===== src/rtl/motor_ramp_ctrl.sv =====
// motor_ramp_ctrl
//   Ramps a 2-bit motor speed code toward a commanded target, one step every
//   RAMP_DIV clocks. A direction change is done by ramping to zero, holding
//   zero for DWELL_CYCLES clocks, switching direction, then ramping back up.
//
//   Optional feature: define MOTOR_ESTOP_EN to add the estop input. Estop
//   forces speed 0 immediately and parks the controller in DWELL (uncounted
//   while estop is high), after which it returns to IDLE.
//
// Ports
//   clock      in   system clock, posedge
//   reset      in   asynchronous, active-high reset
//   estop      in   emergency stop (only with MOTOR_ESTOP_EN)
//   cmd_valid  in   command request
//   cmd_speed  in   [1:0] target speed code 0..3
//   cmd_dir    in   target direction, 0 fwd / 1 rev
//   cmd_ready  out  command is accepted when cmd_valid && cmd_ready
//   speed      out  [1:0] registered speed code
//   dir        out  registered direction
//   busy       out  high outside IDLE and HOLD
module motor_ramp_ctrl #(
   parameter logic [15:0] RAMP_DIV     = 16'd1000,
   parameter logic [15:0] DWELL_CYCLES = 16'd5000
) (
   input  logic       clock,
   input  logic       reset,
`ifdef MOTOR_ESTOP_EN
   input  logic       estop,
`endif
   input  logic       cmd_valid,
   input  logic [1:0] cmd_speed,
   input  logic       cmd_dir,
   output logic       cmd_ready,
   output logic [1:0] speed,
   output logic       dir,
   output logic       busy
);

   typedef enum logic [2:0] {
      IDLE      = 3'd0,
      RAMP_UP   = 3'd1,
      RAMP_DOWN = 3'd2,
      DWELL     = 3'd3,
      HOLD      = 3'd4
   } state_t;

   localparam logic [15:0] RAMP_LAST  = RAMP_DIV - 16'd1;
   localparam logic [15:0] DWELL_LAST = DWELL_CYCLES - 16'd1;

   state_t      state_q, state_d;
   logic [1:0]  speed_q, speed_d;
   logic        dir_q, dir_d;
   logic [1:0]  tgt_speed_q, tgt_speed_d;
   logic        tgt_dir_q, tgt_dir_d;
   logic        rev_q, rev_d;
   // Shared by the ramp step timer and the dwell timer; the two never run
   // at the same time.
   logic [15:0] cnt_q, cnt_d;
   logic        idle_or_hold;
   logic        accept;

   assign idle_or_hold = (state_q == IDLE) || (state_q == HOLD);
`ifdef MOTOR_ESTOP_EN
   assign cmd_ready = idle_or_hold && !estop;
`else
   assign cmd_ready = idle_or_hold;
`endif
   assign accept = cmd_valid && cmd_ready;
   assign busy   = !idle_or_hold;
   assign speed  = speed_q;
   assign dir    = dir_q;

   always_comb begin
      state_d     = state_q;
      speed_d     = speed_q;
      dir_d       = dir_q;
      tgt_speed_d = tgt_speed_q;
      tgt_dir_d   = tgt_dir_q;
      rev_d       = rev_q;
      // Counter clears unless a branch explicitly keeps counting, so every
      // state change and every speed step restarts it from zero.
      cnt_d       = 16'd0;

      case (state_q)
         IDLE: begin
            if (accept) begin
               tgt_speed_d = cmd_speed;
               tgt_dir_d   = cmd_dir;
               dir_d       = cmd_dir;   // speed is 0 here, safe to switch
               if (cmd_speed != 2'd0) state_d = RAMP_UP;
            end
         end

         HOLD: begin
            if (accept) begin
               tgt_speed_d = cmd_speed;
               tgt_dir_d   = cmd_dir;
               if (cmd_dir != dir_q) begin
                  // Reversal: ramp all the way to 0, the new target is
                  // applied after the dwell.
                  rev_d   = 1'b1;
                  state_d = RAMP_DOWN;
               end else if (cmd_speed > speed_q) begin
                  state_d = RAMP_UP;
               end else if (cmd_speed < speed_q) begin
                  state_d = RAMP_DOWN;
               end
            end
         end

         RAMP_UP: begin
            if (speed_q >= tgt_speed_q) begin
               // Defensive: nothing left to climb.
               state_d = (speed_q == 2'd0) ? IDLE : HOLD;
            end else if (cnt_q == RAMP_LAST) begin
               speed_d = speed_q + 2'd1;
               if (speed_d == tgt_speed_q) state_d = HOLD;
            end else begin
               cnt_d = cnt_q + 16'd1;
            end
         end

         RAMP_DOWN: begin
            if (speed_q == 2'd0) begin
               // Defensive: never decrement below zero.
               state_d = rev_q ? DWELL : IDLE;
            end else if (cnt_q == RAMP_LAST) begin
               speed_d = speed_q - 2'd1;
               if (rev_q) begin
                  if (speed_d == 2'd0) state_d = DWELL;
               end else if (speed_d <= tgt_speed_q) begin
                  state_d = (speed_d == 2'd0) ? IDLE : HOLD;
               end
            end else begin
               cnt_d = cnt_q + 16'd1;
            end
         end

         DWELL: begin
            if (cnt_q == DWELL_LAST) begin
               dir_d   = tgt_dir_q;
               rev_d   = 1'b0;
               state_d = (tgt_speed_q != 2'd0) ? RAMP_UP : IDLE;
            end else begin
               cnt_d = cnt_q + 16'd1;
            end
         end

         default: state_d = IDLE;
      endcase

`ifdef MOTOR_ESTOP_EN
      // Estop overrides everything; the dwell timer is held at zero until
      // estop drops. Direction is kept so the dwell exit does not flip it.
      if (estop) begin
         state_d     = DWELL;
         speed_d     = 2'd0;
         tgt_speed_d = 2'd0;
         tgt_dir_d   = dir_q;
         dir_d       = dir_q;
         rev_d       = 1'b0;
         cnt_d       = 16'd0;
      end
`endif
   end

   always_ff @(posedge clock or posedge reset) begin
      if (reset) begin
         state_q     <= IDLE;
         speed_q     <= 2'd0;
         dir_q       <= 1'b0;
         tgt_speed_q <= 2'd0;
         tgt_dir_q   <= 1'b0;
         rev_q       <= 1'b0;
         cnt_q       <= 16'd0;
      end else begin
         state_q     <= state_d;
         speed_q     <= speed_d;
         dir_q       <= dir_d;
         tgt_speed_q <= tgt_speed_d;
         tgt_dir_q   <= tgt_dir_d;
         rev_q       <= rev_d;
         cnt_q       <= cnt_d;
      end
   end

endmodule


===== config.mk =====
export PLATFORM = sky130hd
export DESIGN_NAME = motor_ramp_ctrl
export DESIGN_NICKNAME = d
export VERILOG_FILES = /design/src/rtl/motor_ramp_ctrl.sv
export SDC_FILE = /design/constraint.sdc
export NUM_CORES = 1
export LEC_CHECK = 0
export ABC_AREA = 1
export BUFFER_PORTS_ARGS = -buffer_cell sky130_fd_sc_hd__buf_4
export CAP_MARGIN = 25
export CORE_AREA = 3 3 75 77
export CTS_CLUSTER_DIAMETER = 30
export DETAILED_ROUTE_END_ITERATION = 7
export DIE_AREA = 0 0 78 80
export GPL_TIMING_DRIVEN = 0
export PLACE_DENSITY = 0.56
export SLEW_MARGIN = 25
export SYNTH_ARGS = -nofsm -noshare
export SYNTH_HDL_FRONTEND = slang
export SYNTH_SLANG_ARGS = --single-unit

===== constraint.sdc =====
create_clock -name clock -period 3.4 [get_ports clock]
set_input_delay 0.68 -clock clock [delete_from_list [all_inputs] [get_ports clock]]
set_output_delay 0.68 -clock clock [all_outputs]
set_load 0.02 [all_outputs]

## Yosys cells after proc, flatten, opt, wreduce, memory -nomap -nowiden

Cells that the tools add are included.
Widths: inputs -> output; s select.

- Input port bits: 6
- Bits in latches: 0
- Bits in writable memories: 0
- Memories: 0
- Memory bits (read-only): 0
- Output and inout bits: 5
- Bits in registers: 26

- Bitwise gates (word level): 0
- $lt $le $gt $ge: 4
- $add $sub $neg: 3
- Mux-type cells: 37
- Multiply operators: 0
- Shifts and indexed selects: 0
- Eq/ne operators: 23
- Div/mod/pow operators: 0
- Reductions and logical operators: 17

Operators by type and width:

| operator | count |
|---|---|
| $mux 16 | 4 |
| $mux 3 | 17 |
| $pmux 16 s3 | 1 |
| $add 16x1->16 const B | 1 |
| $eq 16x10->1 const B | 1 |
| $eq 16x13->1 const B | 1 |
| $pmux 3 s5 | 1 |
| $ne 2x2->1 const B | 7 |
| $mux 2 | 5 |
| $reduce_and 10->1 | 1 |
| $reduce_bool 2->1 | 5 |
| $ne 3x3->1 const B | 3 |
| $ne 4x4->1 const B | 2 |
| $eq 3x2->1 const B | 2 |
| $mux 1 | 6 |
| $reduce_and 5->1 | 1 |
| $logic_not 2->1 | 2 |
| $ne 2x1->1 const B | 2 |
| $ne 4x1->1 const B | 1 |
| $pmux 1 s2 | 2 |
| $pmux 2 s2 | 1 |
| $reduce_and 4->1 | 1 |
| $eq 3x1->1 const B | 1 |
| $eq 3x3->1 const B | 1 |
| 15 further kinds | 15 |

## Depth between registers and ports, before layout

- Depth after elaboration: 8
- Gate-level depth with buffers: 14

## Worst setup path before layout

No wires, ideal clock.

- Path kind: register -> register
- Start: reg speed_q[0], in the netlist speed[0]
- End: reg state_q[1]
- Cell stages (with the launch flop): 13
- Data arrival time: 1,744 ps
- Setup slack: 1,540 ps
- Clock period less this slack: 1,860 ps
- Path buffers: 0
- Path through: dfrtp_1 -> inv_1 -> ha_1 -> inv_1 -> ha_1 -> inv_1 -> o21bai_1 -> nand4_1 -> nand2_1 -> nor2_1 -> nand2_1 -> nand2_1 -> nand2_1

- Longest elaborated chain between the ends: 5
- Elaborated cells on any way between the ends: 22

Ends and longest elaborated chain:

| element | RTL line | source |
|---|---|---|
| start: declaration | 51 | `logic [1:0] speed_q, speed_d;` |
| start signal: assignment | 178 | `speed_q <= speed_d;` |
| branches (longest 5 deep; another with $sub 2x1->2) | -- |  |
| end signal: assignment | 177 | `state_q <= state_d;` |
| end: declaration | 50 | `state_t state_q, state_d;` |

Several ways; the timed one is not identified. The select of a mux whose other input is x is not followed.
A chain may end at the register's enable or synchronous reset.

## Worst setup path in the final report

- Start: reg state_q[0]
- End: out busy

- Longest elaborated chain between the ends: 3
- Elaborated cells on any way between the ends: 4

Ends and longest elaborated chain:

| element | RTL line | source |
|---|---|---|
| $eq 3x3->1 or $logic_not 3->1 (tied branches) | 62 | `assign idle_or_hold = (state_q == IDLE) \|\| (state_q == HOLD);` |
| $logic_or 1x1->1 * | 62 |  |
| $logic_not 1->1 * | 69 | `assign busy = !idle_or_hold;` |
| end: declaration | 36 | `output logic busy` |

Every way passes the cells marked *; elsewhere a longest branch is shown, timed or not.

==> summary.md <==
| Metric | Value |
|---|---|
| Inserted Diodes | 0 |
| Tcrit/Tclk final | 61.1% |
| Switching fraction of total power | 43.0% |
| Routed vias/inst | 4.57 |
| Clk Latency, worst-skew pair | 280 ps |
| Logic gate share of total power | 44.9% |
| Min-delay src | cnt_q[0] |
| Yosys reg bits | 26 |
| Clock Power Share | 18.8% |
| 1st-iter DRT viols | 51 |
| Met3 Routed Length | 112 um |
| Root buffer cell | clkbuf_8 |
| Final net count | 283 |
| Sw Pwr | 480 uW |
| WP data required | 2720 ps |
| CTS sink cnt | 26 |
| Synth Net Count | 267 |
| Max-slew violations | 0 |
| Power Dens Cells | 567 nW/um2 |
| WP data arrival | 1400 ps |
| Unique cell type count in the Yosys netlist | 22 |
| DR top layer | met4 |
| Pin count of the biggest net entering global routing | 17 |
| PortBufs | 10 |
| CTS tree | done |
| Hold EP | cnt_q[0] |
| CP startpoint kind | flip-flop |
| Hold Path Class | reg -> reg |
| Sequential fraction of the synthesis area | 37.4% |
| Max incr delay on CP | 440 ps |
| Worst Tran Pin Value | 656 ps |
| CP max FO | 7 |
| Hold-fix buffers at CTS | 0 |
| Layout cells sized above 1 | 12.0% |
| Max-slew headroom | 56.2% |
| Antenna-violating nets left | 0 |
| R2R depth | 11 |
| Max Fclk | 0.482 GHz |
| R2r startpoint | speed[0] |
| P&R area growth vs syn | 13.4% |
| Vias in the first global route | 1443 |
| H-tree levels | 1 |
| CTS Buf Count | 3 |
| Height of the chip | 80 um |
| CP Capture Type | output pin |
| Max Clock Skew | 3.13 ps |
| Total GRT Usage | 13.2% |
| Worst reg2reg setup slack | 1470 ps |
| Metal2 WL | 1520 um |
| Slowest cell on the critical path | dfrtp_1 |
| Total chip power | 1120 uW |
| Initial core utilization | 34.3% |
| First-pass GRT wire length | 6570 um |
| Initial antenna violation count | 0 |
| DR DRC count | 0 |
| Minimum clock period after layout | 2080 ps |
| RSZ-0062 raised after global routing | false |
| Crit path cell chain | nor2_1 > inv_1 > buf_4 |
| P_int | 638 uW |
| GRT Residual Overflow | 0 |
| Cts repair resizes | 0 |
| Cells after Synth | 252 |
| Row cnt | 26 |
| Worst IR Drop VDD | 245 uV |
| Fill cell count | 568 |
| End of the worst register-to-register path | state_q[1] |
| Max Cap Viol | 0 |
| Mapped cell area | 1740 um2 |
| Wire per inst | 11.0 um |
| GP Congestion | 0.873 |
| Via Count | 1541 |
| Reg clk slew, reported paths | 100 ps |
| Setup TNS | 0 ps |
| Yosys warns | 0 |
| # Post-CTS Setup Buffers | 0 |
| Leak | 0.000995 uW |
| Die width | 78 um |
| Top Ports | 11 |
| Longest Clk Path Bufs | 2 |
| Detailed placer's ending HPWL | 2980 um |
| Hold-critical path depth | 1 |
| Endpoints failing setup | 0 |
| Final hold vios | 0 |
| Post-Route M1 WL | 2000 um |
| Core Region | 5070 um2 |
| Die ar. | 6240 um2 |
| Syn Area/Cell | 6.90 um2 |
| Sequential Power Share | 36.3% |
| Routed WL | 3690 um |
| Setup CP Type | reg -> out |
| Status | completed |
| DR pass1 iterations | 4 |
final cells by class:
class | instances | area (um2) | area share [%]
multi-input combinational | 184 | 923 | 46.8
sequential | 26 | 651 | 33.0
inverter | 41 | 154 | 7.80
timing repair buffer | 11 | 90.1 | 4.57
tap | 70 | 87.6 | 4.44
clock buffer | 4 | 55.1 | 2.79
buffer | 1 | 11.3 | 0.571
metrics by stage:
| step | worst slack [ps] | instances | utilization, % | cell area [um2] | hold slack [ps] |
|---|---|---|---|---|---|
| 6_report | 1320 | 337 | 38.9 | 1970 | 463 |
| 4_1_cts | 1310 | 337 | 38.9 | 1970 | 467 |
| 3_5_place_dp | 1450 | 333 | 37.8 | 1920 | 454 |
| 5_1_grt | 1200 | 337 | 38.9 | 1970 | 512 |
| 3_3_place_gp | 1450 | 332 | 37.5 | 1900 | 448 |
| 2_1_floorplan | 1540 | 252 | - | 1740 | 431 |
worst max-delay path: cells and delay by family, from the launching register on:
| kind | cells | cell delay (ps) |
|---|---|---|
| simple gates | 1 | 380 |
| flops | 1 | 440 |
| buf+inv | 2 | 300 |
sequential cells by signal, summed over array words and instances, names as in the netlist:
signal	flops
speed	2
rev_q	1
dir	1
state_q	3
tgt_speed_q	2
tgt_dir_q	1
cnt_q	16
per-layer routing:
layer	GRT usage, %	up-vias
li1	-	818
met1	19.4	690
met4	4.72	0
met5	0	-
met3	1.69	5
met2	19.6	28
how the worst max path moves through the flow:
| stage | start | endpoint | slack [ps] | cells after the start |
|---|---|---|---|---|
| 2_1_floorplan | speed[0] | state_q[1] | 1540 | 12 |
| 3_3_place_gp | cmd_speed[1] | state_q[1] | 1450 | 12 |
| 3_5_place_dp | cmd_speed[1] | state_q[0] | 1450 | 12 |
| 4_1_cts | state_q[0] | busy | 1310 | 3 |
| 5_1_grt | speed[0] | state_q[2] | 1200 | 11 |
| 6_report | state_q[0] | busy | 1320 | 3 |
power by group through the flow:
stage	clock network (uW)	registers [uW]	logic (uW)
after floorplan	0	407	372
after global placement	0	411	500
after detailed placement	0	411	507
after CTS	216	406	508
after global routing	226	414	587
final	210	406	502
layout by cell type, fill, tap and decap left out:
master    Yosys  routed
nand3_1      16      16
nand3_2       1       1
buf_6         1       1
nand2_1      62      62
nor2_1       44      44
buf_4         0      10
o21bai_1      1       1
xnor2_1       2       2
nor2_4        1       1
inv_1        36      36
o211ai_1      1       1
nor3_1       10      10
ha_1          9       9
xor2_1        6       6
nand2_2       2       2
dfrtp_1      26      26
nand4_1       5       5
nand3b_1      1       1
inv_2         5       5
nor4_1        1       1
clkbuf_8      0       4
buf_8         0       1
o21ai_0      12      12
nor2_2        7       7
a21oi_1       3       3
cells in the mapped netlist:
library cell / number / area share, %
nor3_1: 10 / 2.9
nand2_2: 2 / 0.72
xor2_1: 6 / 3.0
xnor2_1: 2 / 1.0
inv_2: 5 / 1.1
nor2_4: 1 / 0.65
a21oi_1: 3 / 0.86
nor2_2: 7 / 2.5
o21bai_1: 1 / 0.43
nor2_1: 44 / 9.5
nand3_1: 16 / 4.6
o21ai_0: 12 / 3.5
nand3b_1: 1 / 0.43
inv_1: 36 / 7.8
nand4_1: 5 / 1.8
o211ai_1: 1 / 0.43
dfrtp_1: 26 / 37
nand3_2: 1 / 0.58
nand2_1: 62 / 13
ha_1: 9 / 6.5
nor4_1: 1 / 0.36
buf_6: 1 / 0.65
cell families after synthesis:
kind of cell	after synthesis	synth area share, %
AO/OA/AOI/OAI	17	5.18
AND/OR/NAND/NOR	150	37.4
XOR/XNOR	8	4.03
adder cells (fa/ha/maj)	9	6.47
flip-flops	26	37.4
buffers and inverters	42	9.50
(Power assumes the default switching activity.)
